===== src/rtl/regfile_seq_pkg.sv =====
// rtl/regfile_seq_pkg.sv - shared encodings and defaults for the register file sequencer
// Purpose: op codes, FSM state enum and width defaults shared by the sequencer and its ALU.
package regfile_seq_pkg;

  localparam int DEF_DATA_W = 12;
  localparam int DEF_ADDR_W = 3;

  localparam logic [1:0] OP_ADD   = 2'b00;
  localparam logic [1:0] OP_SUB   = 2'b01;
  localparam logic [1:0] OP_AND   = 2'b10;
  localparam logic [1:0] OP_LOADI = 2'b11;

  typedef enum logic [1:0] {
    ST_IDLE  = 2'b00,
    ST_EXEC  = 2'b01,
    ST_WRITE = 2'b10
  } state_e;

endpackage


===== src/rtl/regfile_seq_alu.sv =====
// rtl/regfile_seq_alu.sv - combinational ALU for the register file sequencer
// Ports: op (operation code), a/b (source operands), imm (LOADI immediate), result.
module regfile_seq_alu
  import regfile_seq_pkg::*;
#(
  parameter int DATA_W = DEF_DATA_W
) (
  input  logic [1:0]        op,
  input  logic [DATA_W-1:0] a,
  input  logic [DATA_W-1:0] b,
  input  logic [DATA_W-1:0] imm,
  output logic [DATA_W-1:0] result
);

  // Results wrap modulo 2^DATA_W; no carry/borrow is kept.
  always_comb begin
    result = '0;
    unique case (op)
      OP_ADD:   result = a + b;
      OP_SUB:   result = a - b;
      OP_AND:   result = a & b;
      OP_LOADI: result = imm;
      default:  result = '0;
    endcase
  end

endmodule


===== src/rtl/regfile_sequencer.sv =====
// rtl/regfile_sequencer.sv - sequences one ALU command at a time through a 2R/1W register file
// Ports: clk, rst_n (async active-low); cmd_* valid/ready command input;
//        rsp_valid/rsp_data/rsp_zero response; rf_read*_addr/data read ports;
//        rf_write_addr/data write port (written by the register file every clk edge).
module regfile_sequencer
  import regfile_seq_pkg::*;
#(
  parameter int DATA_W = DEF_DATA_W,
  parameter int ADDR_W = DEF_ADDR_W
) (
  input  logic              clk,
  input  logic              rst_n,
  input  logic              cmd_valid,
  output logic              cmd_ready,
  input  logic [1:0]        cmd_op,
  input  logic [ADDR_W-1:0] cmd_rd,
  input  logic [ADDR_W-1:0] cmd_rs1,
  input  logic [ADDR_W-1:0] cmd_rs2,
  input  logic [DATA_W-1:0] cmd_imm,
  output logic              rsp_valid,
  output logic [DATA_W-1:0] rsp_data,
  output logic              rsp_zero,
  output logic [ADDR_W-1:0] rf_read1_addr,
  output logic [ADDR_W-1:0] rf_read2_addr,
  input  logic [DATA_W-1:0] rf_read1_data,
  input  logic [DATA_W-1:0] rf_read2_data,
  output logic [ADDR_W-1:0] rf_write_addr,
  output logic [DATA_W-1:0] rf_write_data
);

  state_e            state_q, state_d;
  logic [1:0]        op_q, op_d;
  logic [ADDR_W-1:0] rd_q, rd_d;
  logic [ADDR_W-1:0] rs1_q, rs1_d;
  logic [ADDR_W-1:0] rs2_q, rs2_d;
  logic [DATA_W-1:0] imm_q, imm_d;
  logic [DATA_W-1:0] result_q, result_d;
  logic              rsp_valid_q, rsp_valid_d;
  logic [DATA_W-1:0] rsp_data_q, rsp_data_d;
  logic              rsp_zero_q, rsp_zero_d;
  logic [DATA_W-1:0] alu_result;

  regfile_seq_alu #(.DATA_W(DATA_W)) u_alu (
    .op     (op_q),
    .a      (rf_read1_data),
    .b      (rf_read2_data),
    .imm    (imm_q),
    .result (alu_result)
  );

  always_comb begin
    state_d     = state_q;
    op_d        = op_q;
    rd_d        = rd_q;
    rs1_d       = rs1_q;
    rs2_d       = rs2_q;
    imm_d       = imm_q;
    result_d    = result_q;
    rsp_valid_d = 1'b0;
    rsp_data_d  = rsp_data_q;
    rsp_zero_d  = rsp_zero_q;
    unique case (state_q)
      ST_IDLE: begin
        if (cmd_valid) begin
          op_d    = cmd_op;
          rd_d    = cmd_rd;
          rs1_d   = cmd_rs1;
          rs2_d   = cmd_rs2;
          imm_d   = cmd_imm;
          state_d = ST_EXEC;
        end
      end
      ST_EXEC: begin
        result_d = alu_result;
        state_d  = ST_WRITE;
      end
      ST_WRITE: begin
        rsp_valid_d = 1'b1;
        rsp_data_d  = result_q;
        rsp_zero_d  = (result_q == '0);
        state_d     = ST_IDLE;
      end
      default: state_d = ST_IDLE;
    endcase
  end

  always_ff @(posedge clk or negedge rst_n) begin
    if (!rst_n) begin
      state_q     <= ST_IDLE;
      op_q        <= '0;
      rd_q        <= '0;
      rs1_q       <= '0;
      rs2_q       <= '0;
      imm_q       <= '0;
      result_q    <= '0;
      rsp_valid_q <= 1'b0;
      rsp_data_q  <= '0;
      rsp_zero_q  <= 1'b1;
    end else begin
      state_q     <= state_d;
      op_q        <= op_d;
      rd_q        <= rd_d;
      rs1_q       <= rs1_d;
      rs2_q       <= rs2_d;
      imm_q       <= imm_d;
      result_q    <= result_d;
      rsp_valid_q <= rsp_valid_d;
      rsp_data_q  <= rsp_data_d;
      rsp_zero_q  <= rsp_zero_d;
    end
  end

  assign cmd_ready = (state_q == ST_IDLE);
  assign rsp_valid = rsp_valid_q;
  assign rsp_data  = rsp_data_q;
  assign rsp_zero  = rsp_zero_q;

  // Read addresses are held through WRITE so the hold path is well defined;
  // they are forced to r0 in IDLE (and therefore during reset).
  assign rf_read1_addr = (state_q == ST_IDLE) ? '0 : rs1_q;
  assign rf_read2_addr = (state_q == ST_IDLE) ? '0 : rs2_q;

  // The register file writes every edge: outside WRITE, rewrite read port 1
  // with its own value so nothing changes.
  assign rf_write_addr = (state_q == ST_WRITE) ? rd_q : rf_read1_addr;
  assign rf_write_data = (state_q == ST_WRITE) ? result_q : rf_read1_data;

endmodule


===== config.mk =====
export PLATFORM = sky130hd
export DESIGN_NAME = regfile_sequencer
export DESIGN_NICKNAME = d
export VERILOG_FILES = /design/src/rtl/regfile_seq_pkg.sv /design/src/rtl/regfile_seq_alu.sv /design/src/rtl/regfile_sequencer.sv
export SDC_FILE = /design/constraint.sdc
export NUM_CORES = 1
export LEC_CHECK = 0
export BUFFER_PORTS_ARGS = -buffer_cell sky130_fd_sc_hd__buf_4
export CAP_MARGIN = 20
export CORE_MARGIN = 2
export CORE_UTILIZATION = 52
export CTS_BUF_LIST = sky130_fd_sc_hd__clkbuf_8
export DETAILED_ROUTE_END_ITERATION = 8
export PLACE_DENSITY = 0.77
export SYNTH_ARGS = -nofsm -noshare
export SYNTH_HDL_FRONTEND = slang
export SYNTH_SLANG_ARGS = --single-unit

===== constraint.sdc =====
create_clock -name clk -period 3.6 [get_ports clk]
set_clock_uncertainty 0.1 [all_clocks]
set_input_delay 0 -clock clk [delete_from_list [all_inputs] [get_ports clk]]
set_output_delay 0 -clock clk [all_outputs]
set_load 0.01 [all_outputs]

==> results.sh <==
export IMPL_cp_arrival_ns=3.15
export IMPL_crit_top_cell="a21oi_1"
export IMPL_via_per_inst=5.21
export IMPL_tightest_slew_ns=0.665
export IMPL_coreArea_sq_um=5570
export IMPL_final_max_slew_viol_count=0
export IMPL_nets=516
export IMPL_gp_congestion=0.909
export IMPL_cts_tree="done"
export IMPL_drtIter0Drc=209
export IMPL_ant_nets=0
export IMPL_crit_buf_inv=1
export IMPL_cp_top_family="compound AO/OA/AOI/OAI gates"
export IMPL_drive_above_1_share=0.276
export IMPL_fillers=438
export IMPL_synth_top_cell_area_share=0.414
export IMPL_avgRoutedWirePerCell_microns=14.9
export IMPL_num_io_pins=86
export IMPL_synth_top_family_by_area="simple AND/OR/NAND/NOR gates"
export IMPL_drt_pass1_iter_count=4
export IMPL_syn_cell_area_sq_um=3020
export IMPL_crit_path_max_fanout=15
export IMPL_path_class="reg -> reg"
export IMPL_cts_made_buffers=5
export IMPL_drt_wl_total_microns=7830
export IMPL_die_height_microns=80.2
export IMPL_port_buffers=85
export IMPL_synth_fp_nets=409
export IMPL_synth_edf_count=0
export IMPL_yosys_warnings=0
export IMPL_cpPeakStageDelay_ns=0.66
export IMPL_grt_setup_unrepaired="no"
export IMPL_cts_sinks=51
export IMPL_insertion_delay_ns=0.31
export IMPL_clock_fmax_ghz=0.331
export IMPL_synthSimpleGateAreaFrac=0.205
export IMPL_finish_instance_area_sq_um=4060
export IMPL_hp_class="in -> reg"
export IMPL_grt_pass1_wl_microns=13100
export IMPL_initial_utilization=0.542
export IMPL_yosysMostFrequentCell="nand2_1"
export IMPL_crit_chain="clkinv_1 > nand2_1 > o21ai_0 > xor2_1 > ha_1 > a21oi_1 > o211ai_1 > a221oi_1 > a21oi_1 > xnor2_1 > o22ai_1"
export IMPL_area_delta_synth_final_pct=34.4
export IMPL_muxShareOfSynthArea=0.0924
export IMPL_diodes=0
export IMPL_synthXorXnorAreaFrac=0.0551
export IMPL_syn_avg_cell_area_sq_um=8.75
export IMPL_drcViolationCount=0
export IMPL_synth_top_area_cell="dfrtp_1"
export IMPL_grt_util_all_layers=0.263
export IMPL_setup_tns_ns=0
export IMPL_placed_area_sq_um=3720
export IMPL_first_global_vias=2686
export IMPL_period_share=0.840
export IMPL_ir_drop_uv=288
export IMPL_async_flop_share=1.00
export IMPL_slew_headroom=0.557
export IMPL_die_x_microns=80.2
export IMPL_htree_levels=2
export IMPL_synth_compound_area_frac=0.128
export IMPL_grt_max_degree=52
export IMPL_hold_viol_final=0
export IMPL_synthCells=345
export IMPL_start_kind="flip-flop"
export IMPL_period_minus_slack_ns=3.02
export IMPL_synth_adder_area_share=0.0605
export IMPL_vias=2737
export IMPL_cp_end_kind="flip-flop"
export IMPL_critPathRequiredTime_ns=3.72
export IMPL_power_density_nw_per_um2=583
export IMPL_path_clk_slew_ns=0.11
export IMPL_synth_common_cells="nand2_1, dfrtp_1, a21oi_1"
export IMPL_clk_path_buf_depth=2
export IMPL_cts_root_buffer="clkbuf_8"
export IMPL_antenna_found_initial=0
export IMPL_overflow=0
export IMPL_status="complete, no violations"
export IMPL_maxCapViolCount=0
export IMPL_rows=27
export IMPL_synth_ff_type="dfrtp_1"
export IMPL_leakage_nw=1.98
export IMPL_critPathSlowestCell="dfrtp_1"
export IMPL_synth_seq_cells=51
export IMPL_ys_top_cells_by_area="dfrtp_1, nand2_1, mux2_2"
export IMPL_synth_cell_type_count=37
export IMPL_hpwlAfterDp_microns=5780
export IMPL_synth_seq_area_share=0.423
export IMPL_setup_viol=0
export IMPL_dieArea_sq_um=6430
-- registers in the layout, indices dropped and copies added (netlist names) --
name	count
imm_q	12
op_q	2
rd_q	3
result_q	12
rs1_q	3
rs2_q	3
rsp_data	12
rsp_valid	1
rsp_zero	1
state_q	2
-- layer usage --
layer,track usage,vias to the layer above,part of all wire
met5,0,-,0
met2,0.424,76,0.47
met4,0.0610,0,0.011
li1,-,1389,-
met3,0.0348,6,0.055
met1,0.375,1266,0.47
-- layout by cell type (no fill, tap or decap), types with 5 or more instances in the layout --
| cell type | synthesis | final |
|---|---|---|
| ha_1 | 13 | 13 |
| inv_1 | 9 | 9 |
| nand2_1 | 94 | 94 |
| buf_4 | 2 | 90 |
| nor3_1 | 5 | 5 |
| clkbuf_8 | 0 | 5 |
| nor2b_1 | 7 | 7 |
| dlygate4sd3_1 | 0 | 24 |
| xnor2_1 | 12 | 12 |
| o21ai_0 | 22 | 22 |
| dfrtp_1 | 50 | 50 |
| o211ai_1 | 5 | 5 |
| xor2_1 | 7 | 7 |
| nor2_1 | 22 | 22 |
| mux2_2 | 23 | 23 |
| a21oi_1 | 24 | 24 |
-- final cells by class --
cell class              count  area (sq um)  area share
inverters                  12          45.0      0.0111
clock buffers               5          68.8      0.0169
multi-input cells         268          1640       0.403
well taps                  72          90.1      0.0222
clock inverters             3          27.5     0.00678
repair buffers            114           916       0.226
flip-flops and latches     51          1280       0.315
-- path summary, 6_finish.rpt --
check,start,to,slack [ns],cells after the start
setup / recovery,op_q[1],result_q[10],0.58,11
hold / removal,rf_read2_data[2],result_q[2],0.04,5
max in group asynchronous,rst_n,result_q[10],2.78,2
hold reg to reg,rsp_data[2],rsp_data[2],0.39,2
min in group asynchronous,rst_n,rs2_q[1],0.18,2
setup reg to reg,op_q[1],result_q[10],0.58,11
-- tightest hold or removal path: stages --
cell and delay, ns:
buf_4 0.13, nand2_1 0.06, o211ai_1 0.08, o21ai_0 0.08, o21ai_0 0.07
-- where the power goes --
group	internal [W]	switching, W	total, W
Sequential	0.000773	0.000146	0.000919
Clock	0.000143	0.000205	0.000348
Combinational	0.000538	0.000562	0.00110
-- what timing repair did --
item                      4_1_cts  5_1_grt
setup buffers                   0        0
hold buffers                   24        0
hold endpoints to repair       73        0
resized for setup               0        0
-- cells by family after synthesis --
logic type / count (synthesis)
AND/OR/NAND/NOR: 144
buffers and inverters: 26
AO/OA/AOI/OAI: 66
multiplexers: 25
XOR/XNOR: 19
adder cells (fa/ha/maj): 14
flip-flops: 51
-- metrics by stage --
| stage | util | hold WS [ns] | power [W] | worst slack [ns] | instances |
|---|---|---|---|---|---|
| after floorplan | - | -0.396 | 0.00160 | 0.927 | 345 |
| after global placement | 0.668 | -0.0391 | 0.00198 | 0.660 | 493 |
| after detailed placement | 0.668 | -0.0340 | 0.00200 | 0.618 | 493 |
| after CTS | 0.728 | 0.0266 | 0.00238 | 0.605 | 525 |
| after global routing | 0.728 | 0.0520 | 0.00256 | 0.152 | 525 |
| final | 0.728 | 0.0379 | 0.00237 | 0.575 | 525 |
Power figures use the tool's default switching activity.
